**src/rtl/piso_link_pkg.sv**
```systemverilog
// Shared definitions for the PISO serial link (transmitter and receiver).
package piso_link_pkg;

  // Frame sequencer states, common to both ends of the link.
  typedef enum logic [1:0] {
    IDLE = 2'd0,
    DATA = 2'd1,
    PAR  = 2'd2,
    STOP = 2'd3
  } link_state_e;

  // Line levels that delimit a frame on an idle-low line.
  localparam logic START_BIT  = 1'b1;
  localparam logic STOP_BIT   = 1'b0;
  localparam logic IDLE_LEVEL = 1'b0;

  // Widest data word the link supports; parity helper operates on this width.
  localparam int unsigned MAX_WIDTH = 32;

  // Even-parity bit for a zero-extended data word: 1 when the word has an odd
  // number of ones, so that word plus parity bit carries an even count.
  function automatic logic even_parity(input logic [MAX_WIDTH-1:0] data);
    return ^data;
  endfunction

endpackage

```
**src/rtl/rx_out_buf.sv**
```systemverilog
// One-entry valid/ready holding register. A load is accepted when the buffer
// is empty or is being drained on the same edge; otherwise the incoming word
// is dropped and a one-cycle overrun pulse is raised.
module rx_out_buf #(
  parameter int unsigned W = 5
) (
  input  logic         clk,
  input  logic         reset,
  input  logic         i_load,
  input  logic [W-1:0] i_data,
  input  logic         i_ready,
  output logic [W-1:0] o_data,
  output logic         o_valid,
  output logic         o_overrun
);

  logic [W-1:0] r_data;
  logic         r_valid;
  logic         r_overrun;
  logic         w_accept;
  logic         w_drop;

  // Decide whether an offered word fits: free slot, or slot emptied this edge.
  always_comb begin
    w_accept = i_load && (!r_valid || i_ready);
    w_drop   = i_load && r_valid && !i_ready;
  end

  // Holding register: load, drain on ready, otherwise keep the word stable.
  always_ff @(posedge clk or posedge reset) begin
    if (reset) begin
      r_data    <= '0;
      r_valid   <= 1'b0;
      r_overrun <= 1'b0;
    end else begin
      r_overrun <= w_drop;
      if (w_accept) begin
        r_data  <= i_data;
        r_valid <= 1'b1;
      end else if (i_ready) begin
        r_valid <= 1'b0;
      end
    end
  end

  assign o_data    = r_data;
  assign o_valid   = r_valid;
  assign o_overrun = r_overrun;

endmodule

```
**src/rtl/piso_frame_rx.sv**
```systemverilog
// Framed serial-to-parallel receiver for the PISO link: start bit, WIDTH data
// bits MSB first, optional even parity, stop bit; good words are offered on a
// valid/ready port through a one-entry buffer.
module piso_frame_rx
  import piso_link_pkg::*;
#(
  parameter int unsigned WIDTH     = 4,
  parameter bit          PARITY_EN = 1'b1
) (
  input  logic             clk,
  input  logic             reset,
  input  logic             bit_en,
  input  logic             s_in,
  output logic [WIDTH-1:0] p_out,
  output logic             p_valid,
  input  logic             p_ready,
  output logic             parity_err,
  output logic             frame_err,
  output logic             overrun,
  output logic             busy
);

  localparam int unsigned CNT_W = $clog2(WIDTH);

  link_state_e          r_state;
  link_state_e          w_state_nxt;
  logic [CNT_W-1:0]     r_cnt;
  logic [CNT_W-1:0]     w_cnt_nxt;
  logic [WIDTH-1:0]     r_shift;
  logic [WIDTH-1:0]     w_shift_nxt;
  logic                 r_perr;
  logic                 w_perr_nxt;
  logic                 r_frame_err;
  logic                 w_commit;
  logic                 w_stop_bad;
  logic                 w_last_bit;
  logic                 w_perr_out;
  logic [MAX_WIDTH-1:0] w_shift_ext;
  logic [WIDTH:0]       w_buf_data;

  // Zero-extend the received word for the shared parity helper.
  always_comb begin
    w_shift_ext              = '0;
    w_shift_ext[WIDTH-1:0]   = r_shift;
    w_last_bit               = (r_cnt == CNT_W'(WIDTH - 1));
    w_perr_out               = PARITY_EN ? r_perr : 1'b0;
  end

  // Next-state and datapath updates; nothing moves unless bit_en is high.
  always_comb begin
    w_state_nxt = r_state;
    w_cnt_nxt   = r_cnt;
    w_shift_nxt = r_shift;
    w_perr_nxt  = r_perr;
    w_commit    = 1'b0;
    w_stop_bad  = 1'b0;
    if (bit_en) begin
      unique case (r_state)
        IDLE: begin
          if (s_in == START_BIT) begin
            w_state_nxt = DATA;
            w_cnt_nxt   = '0;
          end
        end
        DATA: begin
          w_shift_nxt = {r_shift[WIDTH-2:0], s_in};
          w_cnt_nxt   = r_cnt + 1'b1;
          if (w_last_bit) begin
            if (PARITY_EN) w_state_nxt = PAR;
            else           w_state_nxt = STOP;
          end
        end
        PAR: begin
          w_perr_nxt  = even_parity(w_shift_ext) ^ s_in;
          w_state_nxt = STOP;
        end
        STOP: begin
          // A bad stop bit returns straight to IDLE; it is never taken as a start.
          if (s_in == STOP_BIT) w_commit   = 1'b1;
          else                  w_stop_bad = 1'b1;
          w_state_nxt = IDLE;
        end
        default: w_state_nxt = IDLE;
      endcase
    end
  end

  // FSM state register.
  always_ff @(posedge clk or posedge reset) begin
    if (reset) r_state <= IDLE;
    else       r_state <= w_state_nxt;
  end

  // Bit counter, shift register, parity flag and frame-error pulse.
  always_ff @(posedge clk or posedge reset) begin
    if (reset) begin
      r_cnt       <= '0;
      r_shift     <= '0;
      r_perr      <= 1'b0;
      r_frame_err <= 1'b0;
    end else begin
      r_cnt       <= w_cnt_nxt;
      r_shift     <= w_shift_nxt;
      r_perr      <= w_perr_nxt;
      r_frame_err <= w_stop_bad;
    end
  end

  // Parity flag rides alongside the data word through the output buffer.
  rx_out_buf #(
    .W (WIDTH + 1)
  ) u_out_buf (
    .clk       (clk),
    .reset     (reset),
    .i_load    (w_commit),
    .i_data    ({r_shift, w_perr_out}),
    .i_ready   (p_ready),
    .o_data    (w_buf_data),
    .o_valid   (p_valid),
    .o_overrun (overrun)
  );

  assign p_out      = w_buf_data[WIDTH:1];
  assign parity_err = w_buf_data[0];
  assign frame_err  = r_frame_err;
  assign busy       = (r_state != IDLE);

endmodule

```
**config.mk**
```make
export PLATFORM = sky130hd
export DESIGN_NAME = piso_frame_rx
export DESIGN_NICKNAME = d
export VERILOG_FILES = /design/src/rtl/piso_link_pkg.sv /design/src/rtl/rx_out_buf.sv /design/src/rtl/piso_frame_rx.sv
export SDC_FILE = /design/constraint.sdc
export NUM_CORES = 1
export LEC_CHECK = 0
export ABC_AREA = 1
export ABC_CLOCK_PERIOD_IN_PS = 1260
export BUFFER_PORTS_ARGS = -buffer_cell sky130_fd_sc_hd__clkbuf_2
export CORE_MARGIN = 5
export CORE_UTILIZATION = 48
export CTS_CLUSTER_DIAMETER = 120
export CTS_CLUSTER_SIZE = 10
export DETAILED_ROUTE_END_ITERATION = 10
export PLACE_DENSITY_LB_ADDON = 0.25
export SETUP_SLACK_MARGIN = 0.5
export SYNTH_ARGS = -nofsm -noshare
export SYNTH_HDL_FRONTEND = slang
export SYNTH_SLANG_ARGS = --single-unit
```
**constraint.sdc**
```tcl
create_clock -name clk -period 1.26 [get_ports clk]
set_input_delay 0.126 -clock clk [delete_from_list [all_inputs] [get_ports clk]]
set_output_delay 0.126 -clock clk [all_outputs]
set_load 0.005 [all_outputs]
```
==> results.toml, run 1 <==
[synth]
synthCells = 95
synth_top_cell_area_share_pct = 51.1
ys_seq_elements = 17
synth_area_leaders = "dfrtp_1, nand2_1, ha_1"
syn_avg_cell_area_um2 = 8.76
synth_edf_count = 0
synth.most_common_cell = "nand2_1"
seq_area_frac_synth_pct = 51.1
synth_cell_types = 18
synth_area_leader_cell = "dfrtp_1"
yosys_warnings = 0
syn-cell-area_um2 = 832
mappedNetlistNets = 105
synth_common_cells = "nand2_1, dfrtp_1, inv_1, nand3_1, o21ai_0"
async_flop_share_pct = 100
ys_dominant_reg_cell = "dfrtp_1"

[critical_path]
setup.worst_path.end_class = "output port"
cp_top_family = "flip-flops"
critPathKind = "flop to output port"
crit_buf_inv = 3
cp-start-kind = "flop"
path_cells = "inv_2 -> ha_4 -> inv_2 -> buf_6"
arrival_ns = 1.16
crit_fanout = 4
slowest_stage = "dfrtp_1"
slowest_delay_ns = 0.43
cp_common_cell = "inv_2"
cp.required_ns = 1.13
rrSetupSlack_ns = -0.01

[layout]
nNetsFinal = 137
stdcell_area_mm2 = 0.00119
final-instance-count-excl-fill = 143
syn2layout_area_growth_pct = 43.6
final_util_pct = 70.7
drive_above_1_share_pct = 48.4
diodes = 0
num-fill-cells = 116

[timing]
rsz0062_at_grt = "yes"
setup_violations = 3
hold_viol = 0
fin_ws_ns = -0.0272
max_freq_mhz = 777
skew_ns = 0.00595
period_share_pct = 102
finalSetupTns_ns = -0.0335
period_needed_ns = 1.29
slew_headroom_pct = 81.0
finalMaxSlewViolations = 0
holdWs_ns = 0.102
tightest_slew_ns = 0.285

[power]
power_frac_clock_pct = 11.0
power_frac_seq_pct = 35.9
power_leakage_nw = 0.603
switchingPower_mw = 1.07
comb_power_share_pct = 53.1
internal_power_mw = 1.60
max-vdd-ir-drop_mv = 1.19
swShare_pct = 40.1
p_per_area_mw_per_mm2 = 2240

[global_route]
grt_pass1_vias = 725
grtUsageTotal_pct = 14.9
overflow = 0
grt_max_degree = 18
antenna_found_initial = 0
grt_pass1_wl_mm = 2.95

[run_status]
violations = "setup timing"
status = "finished with violations"

[die]
die_h_um = 51.6
placementRows = 15
die_area_mm2 = 0.00267
io_pins = 14
start_util_pct = 49.3
die-width_um = 51.6
coreArea_mm2 = 0.00169

[clock_tree]
clock_latency_ns = 0.29
cts.sinks = 17
cts_made_buffers = 3
cts_tree = "done"
clock_path_buffers = 2
clk_pin_slew_ns = 0.10
cts_root_buf = "clkbuf_4"
cts_htree_levels = 1

[routing]
drc = 0
routed_wl_mm = 1.94
viasPerCell = 5.29
ant_nets = 0
first_iter_violations = 13
wl_per_cell_um = 13.5
firstDrtPassIters = 4
vias = 757

[place]
hpwl_mm = 1.14
port_buffers = 13
dp_cells = 126
placed_cell_area_um2 = 941
place.gp.congestion = 0.707

[job]
maxCapViolations = 0

[hold_path]
hold_class = "primary input to flop"
-- layer usage --
layer	up-vias	GRT usage (%)	wire, µm
li1	365	-	-
met1	359	16.2	742
met2	29	27.1	1050
met3	4	2.87	121
met4	0	7.42	23
met5	-	0	0
-- what timing repair did --
| item | in CTS | in global routing |
|---|---|---|
| gates cloned | 1 | 0 |
| pin swaps | 3 | 4 |
| setup endpoints to repair | 26 | 26 |
| setup buffers | 3 | 8 |
| hold buffers | 1 | 0 |
| hold endpoints to repair | 17 | 0 |
| resized for setup | 5 | 33 |
-- per-stage QoR --
stage,total power [mW],worst slack [ns]
after floorplan,1.52,0.150
after global placement,1.73,0.0554
after detailed placement,1.78,-0.00944
after CTS,2.17,0.00261
after global routing,2.87,-0.0734
final,2.67,-0.0272
-- logic make-up (layout without fill, tap and decap cells) --
group / Yosys count / after routing / synth area share [%]
and+or+nand+nor: 44 / 45 / 23.3
xor gates and xnor gates: 2 / 2 / 2.11
adders and majority gates: 5 / 5 / 7.52
DFF: 17 / 17 / 51.1
AOI/OAI and AO/OA: 13 / 13 / 9.62
buffers and inverters: 14 / 44 / 6.32
-- final cells by class --
| type | instances | area [µm²] | share of cell area (%) |
|---|---|---|---|
| clock buffers | 4 | 26.3 | 2.20 |
| multi-input cells | 65 | 480 | 40.2 |
| well taps | 17 | 21.3 | 1.78 |
| flip-flops and latches | 17 | 427 | 35.7 |
| repair buffers | 26 | 188 | 15.7 |
| inverters | 14 | 52.6 | 4.40 |
-- sequential cells by signal (all words and copies together), names as in the netlist --
name,cells
frame_err,1
r_state,2
u_out_buf.o_data,5
r_cnt,2
u_out_buf.o_valid,1
r_shift,4
r_perr,1
u_out_buf.o_overrun,1
-- placed cells by master, fill, tap and decap left out, types with 2 or more instances in the layout --
| cell type | n |
|---|---|
| nand2_1 | 22 |
| dfrtp_1 | 16 |
| clkbuf_2 | 11 |
| buf_4 | 10 |
| nand2_2 | 8 |
| inv_2 | 8 |
| inv_1 | 6 |
| nand3_1 | 6 |
| o21ai_1 | 5 |
| o21ai_2 | 4 |
| ha_4 | 3 |
| clkbuf_4 | 3 |
| nor2_1 | 2 |
| nand3_2 | 2 |
| ha_1 | 2 |
| buf_6 | 2 |
-- power by group through the flow --
| stage | clock (mW) | sequential (mW) | combinational [mW] |
|---|---|---|---|
| 3_5_place_dp | 0 | 0.931 | 0.847 |
| 6_report | 0.295 | 0.959 | 1.42 |
| 5_1_grt | 0.334 | 0.982 | 1.55 |
| 4_1_cts | 0.305 | 0.918 | 0.943 |
| 3_3_place_gp | 0 | 0.922 | 0.812 |
| 2_1_floorplan | 0 | 0.913 | 0.606 |
-- path summary, 6_finish.rpt --
path,end,from,depth (start not counted)
min in group asynchronous,r_state[1],reset,4
max in group asynchronous,r_state[0],reset,4
worst min register to register,u_out_buf.o_data[2],u_out_buf.o_data[2],2
worst max register to register,r_cnt[0],r_state[0],6
worst min-delay path,u_out_buf.o_overrun,s_in,2
worst max-delay path,busy,r_state[1],4
No activity file was read; power rests on OpenSTA's default activity.
==> run 2: changes to the inputs <==
--- a/config.mk
+++ b/config.mk
@@ -8,13 +8,16 @@
 export ABC_AREA = 1
 export ABC_CLOCK_PERIOD_IN_PS = 1260
 export BUFFER_PORTS_ARGS = -buffer_cell sky130_fd_sc_hd__clkbuf_2
+export CELL_PAD_IN_SITES_DETAIL_PLACEMENT = 0
+export CELL_PAD_IN_SITES_GLOBAL_PLACEMENT = 1
 export CORE_MARGIN = 5
-export CORE_UTILIZATION = 48
+export CORE_UTILIZATION = 36
 export CTS_CLUSTER_DIAMETER = 120
 export CTS_CLUSTER_SIZE = 10
 export DETAILED_ROUTE_END_ITERATION = 10
 export PLACE_DENSITY_LB_ADDON = 0.25
 export SETUP_SLACK_MARGIN = 0.5
+export SKIP_CTS_REPAIR_TIMING = 1
 export SYNTH_ARGS = -nofsm -noshare
 export SYNTH_HDL_FRONTEND = slang
 export SYNTH_SLANG_ARGS = --single-unit
==> results.toml, run 2 (synthesis results as in run 1) <==
[run_status]
status = "complete, no violations"

[job]
maxCapViolations = 0

[critical_path]
cp_common_cell = "inv_2"
rrSetupSlack_ns = 0.02
setup.worst_path.end_class = "output port"
slowest_delay_ns = 0.44
reg2reg_from = "r_state[0]"
arrival_ns = 1.13
cp_top_family = "flip-flops"
path_cells = "inv_2 -> ha_4 -> inv_2 -> clkbuf_2"
cp-start-kind = "flop"
reg2reg_to = "r_cnt[0]"
critPathKind = "flop to output port"
cp.required_ns = 1.13
slowest_stage = "dfrtp_1"
r2r_cells = 6
crit_buf_inv = 3
crit_fanout = 4

[timing]
finalMaxSlewViolations = 0
period_share_pct = 99.5
slew_headroom_pct = 82.4
fin_ws_ns = 0.00684
finalSetupTns_ns = 0
setup_violations = 0
tightest_slew_ns = 0.263
max_freq_mhz = 798
skew_ns = 0.00341
hold_viol = 0
period_needed_ns = 1.25
rsz0062_at_grt = "yes"

[place]
port_buffers = 13
pre_cts_ws_ns = 0.0533
place.gp.congestion = 0.811
dp_cells = 137
hpwl_mm = 1.14

[power]
switchingPower_mw = 0.905
internal_power_mw = 1.45
power_frac_clock_pct = 12.7
power_leakage_nw = 0.591
swShare_pct = 38.4
p_total_mw = 2.35
p_per_area_mw_per_mm2 = 2090
power_frac_seq_pct = 39.0
comb_power_share_pct = 48.4
max-vdd-ir-drop_mv = 1.15

[global_route]
overflow = 0
grtUsageTotal_pct = 10.6
grt_max_degree = 18
grt_pass1_vias = 606
antenna_found_initial = 0
grt_pass1_wl_mm = 2.65

[hold_path]
min_to = "u_out_buf.o_overrun"
hold_class = "primary input to flop"
hold_start = "s_in"
hold_depth = 2

[layout]
multiInputGateArea_um2 = 415
regArea_um2 = 425
diodes = 0
drive_above_1_share_pct = 38.4
final-instance-count-excl-fill = 153
largest_reg_flops = 5
num-fill-cells = 211
nNetsFinal = 136
final_common_cell = "nand2_1"
final_util_pct = 50.8
syn2layout_area_growth_pct = 35.2
final_cell_mix = "nand2_1, dfrtp_1, clkbuf_2, buf_4"

[clock_tree]
cts.sinks = 17
clk_pin_slew_ns = 0.10
clock_latency_ns = 0.29
cts_htree_levels = 1
clock_path_buffers = 2
cts_root_buf = "clkbuf_4"
cts_made_buffers = 3
cts_tree = "done"

[routing]
wl_per_cell_um = 10.5
routed-wl-met3_um = 83
drc = 0
ant_nets = 0
routed_wl_mm = 1.60
top_layer = "met4"
wl_met2_um = 720
wl_met1_um = 770
vias = 702
firstDrtPassIters = 4
first_iter_violations = 11
viasPerCell = 4.59

[die]
die-width_um = 58.1
start_util_pct = 37.6
coreArea_mm2 = 0.00221
placementRows = 17
die_h_um = 58.1
die_area_mm2 = 0.00337
io_pins = 14
## run 2: final cells by class
class                   count  area share [%]
clock inverters             1           0.445
inverters                  14            4.67
well taps                  28            3.11
multi-input cells          64            36.9
flip-flops and latches     17            37.8
repair buffers             26            15.0
clock buffers               3            2.00
## run 2: layer usage
layer	GRT usage, %	up-vias
met5	0	-
met4	6.95	0
met3	2.67	4
met2	16.0	21
met1	13.5	316
li1	-	361
## run 2: through the flow
stage                     hold slack [ns]  area (µm²)
final                              0.0976        1120
after global routing               0.0867        1120
after CTS                          -0.201         982
after detailed placement            0.133         955
after global placement              0.130         955
after floorplan                    0.0521         847
## run 2: how the worst max path moves through the flow
stage	from	to	slack [ns]	cells after the start
global route	r_state[1]	busy	-0.07	4
detailed placement	r_state[1]	r_state[1]	0.05	6
global placement	r_state[0]	u_out_buf.o_data[1]	0.07	6
finish	r_state[0]	busy	0.007	4
floorplan	r_state[1]	r_state[1]	0.15	6
CTS	r_state[0]	busy	-0.008	4
## run 2: power by group through the flow
stage / Sequential, mW / Combinational (mW) / Clock, mW
floorplan: 0.913 / 0.606 / 0
global placement: 0.921 / 0.833 / 0
detailed placement: 0.932 / 0.842 / 0
CTS: 0.920 / 0.845 / 0.314
global route: 0.946 / 1.29 / 0.346
finish: 0.918 / 1.14 / 0.298
==> run 3: changes to the inputs <==
--- a/config.mk
+++ b/config.mk
@@ -15,7 +15,7 @@
 export CTS_CLUSTER_DIAMETER = 120
 export CTS_CLUSTER_SIZE = 10
 export DETAILED_ROUTE_END_ITERATION = 10
-export PLACE_DENSITY_LB_ADDON = 0.25
+export PLACE_DENSITY_LB_ADDON = 0.1
 export SETUP_SLACK_MARGIN = 0.5
 export SKIP_CTS_REPAIR_TIMING = 1
 export SYNTH_ARGS = -nofsm -noshare
==> results.toml, run 3 (synthesis results as in run 1) <==
[run_status]
status = "complete, no violations"

[hold_path]
hold_class = "primary input to flop"
hold_depth = 2

[power]
internal_power_mw = 1.35
comb_power_share_pct = 44.8
p_per_area_mw_per_mm2 = 2070
p_total_mw = 2.20
max-vdd-ir-drop_mv = 1.13
power_frac_seq_pct = 41.7
power_frac_clock_pct = 13.5
power_leakage_nw = 0.560
switchingPower_mw = 0.846
swShare_pct = 38.5

[clock_tree]
cts_made_buffers = 3
cts_root_buf = "clkbuf_4"
clock_path_buffers = 2
cts_htree_levels = 1
clock_latency_ns = 0.29
cts.sinks = 17
clk_pin_slew_ns = 0.09
cts_tree = "done"

[place]
place.gp.congestion = 0.737
port_buffers = 13
hpwl_mm = 1.23

[global_route]
grtUsageTotal_pct = 11.1
antenna_found_initial = 0
grt_pass1_vias = 663
overflow = 0
grt_pass1_wl_mm = 2.82
grt_max_degree = 18

[critical_path]
crit_fanout = 3
path_cells = "inv_2 -> ha_4 -> inv_2 -> clkbuf_2"
cp.required_ns = 1.13
slowest_delay_ns = 0.42
cp_common_cell = "inv_2"
arrival_ns = 1.11
r2r_cells = 6
cp-start-kind = "flop"
slowest_stage = "dfrtp_1"
critPathKind = "flop to output port"
setup.worst_path.end_class = "output port"

[layout]
multiInputGateArea_um2 = 385
num-fill-cells = 243
syn2layout_area_growth_pct = 27.4
largest_reg_flops = 5
final_cell_mix = "nand2_1, dfrtp_1, clkbuf_2"
diodes = 0
nNetsFinal = 132
final_util_pct = 47.9
final_common_cell = "nand2_1"
drive_above_1_share_pct = 32.2
regArea_um2 = 425

[timing]
skew_ns = 0.00487
max_freq_mhz = 808
period_needed_ns = 1.24
slew_headroom_pct = 83.4
setup_violations = 0
holdWs_ns = 0.117
finalSetupTns_ns = 0
period_share_pct = 98.2
tightest_slew_ns = 0.249
rsz0062_at_grt = "yes"
hold_viol = 0
finalMaxSlewViolations = 0

[die]
die-width_um = 58.1
coreArea_mm2 = 0.00221
placementRows = 17
die_h_um = 58.1
start_util_pct = 37.6
io_pins = 14
die_area_mm2 = 0.00337

[routing]
wl_met2_um = 727
routed-wl-met3_um = 95
viasPerCell = 4.52
ant_nets = 0
drc = 0
routed_wl_mm = 1.65
wl_met1_um = 813
vias = 673
firstDrtPassIters = 2
wl_per_cell_um = 11.1
first_iter_violations = 11
top_layer = "met4"

[job]
maxCapViolations = 0
run 3: worst max-delay path, delay by kind of cell (launching register included):
| kind | cells | cell delay [ns] |
|---|---|---|
| flip-flops | 1 | 0.42 |
| adder cells (fa/ha/maj) | 1 | 0.17 |
| buffers and inverters | 3 | 0.24 |
run 3: worst paths after layout:
kind | start | slack (ns) | endpoint
max reg2reg | r_state[1] | 0.06 | r_state[1]
max in group asynchronous | reset | 0.70 | u_out_buf.o_data[3]
min in group asynchronous | reset | 0.36 | r_cnt[1]
min reg2reg | u_out_buf.o_data[3] | 0.50 | u_out_buf.o_data[3]
max | r_state[1] | 0.02 | busy
min | s_in | 0.12 | u_out_buf.o_overrun
run 3: area by class of cell:
type | instances | area share (%)
inverter | 14 | 4.96
multi-input combinational | 64 | 36.4
tap | 28 | 3.31
sequential | 17 | 40.1
timing repair buffer | 22 | 12.8
clock buffer | 4 | 2.48
run 3: routing by layer:
metal  global-route usage, %  vias up
met4                    2.98        0
met3                    4.90        2
met5                       0        -
li1                        -      355
met1                    13.2      303
met2                    18.4       13
run 3: power by group through the flow:
stage	registers [mW]	clock network [mW]	logic [mW]
3_5_place_dp	0.933	0	0.856
3_3_place_gp	0.931	0	0.847
6_report	0.918	0.296	0.985
4_1_cts	0.920	0.308	0.857
5_1_grt	0.945	0.347	1.14
2_1_floorplan	0.913	0	0.606
run 3: per-stage QoR:
| stage | worst slack [ns] | instances | cell area, µm² |
|---|---|---|---|
| after detailed placement | 0.0494 | 137 | 955 |
| final | 0.0221 | 149 | 1060 |
| after global routing | -0.0582 | 149 | 1060 |
| after CTS | -0.0103 | 141 | 981 |
| after global placement | -0.00473 | 137 | 955 |
| after floorplan | 0.150 | 95 | 847 |
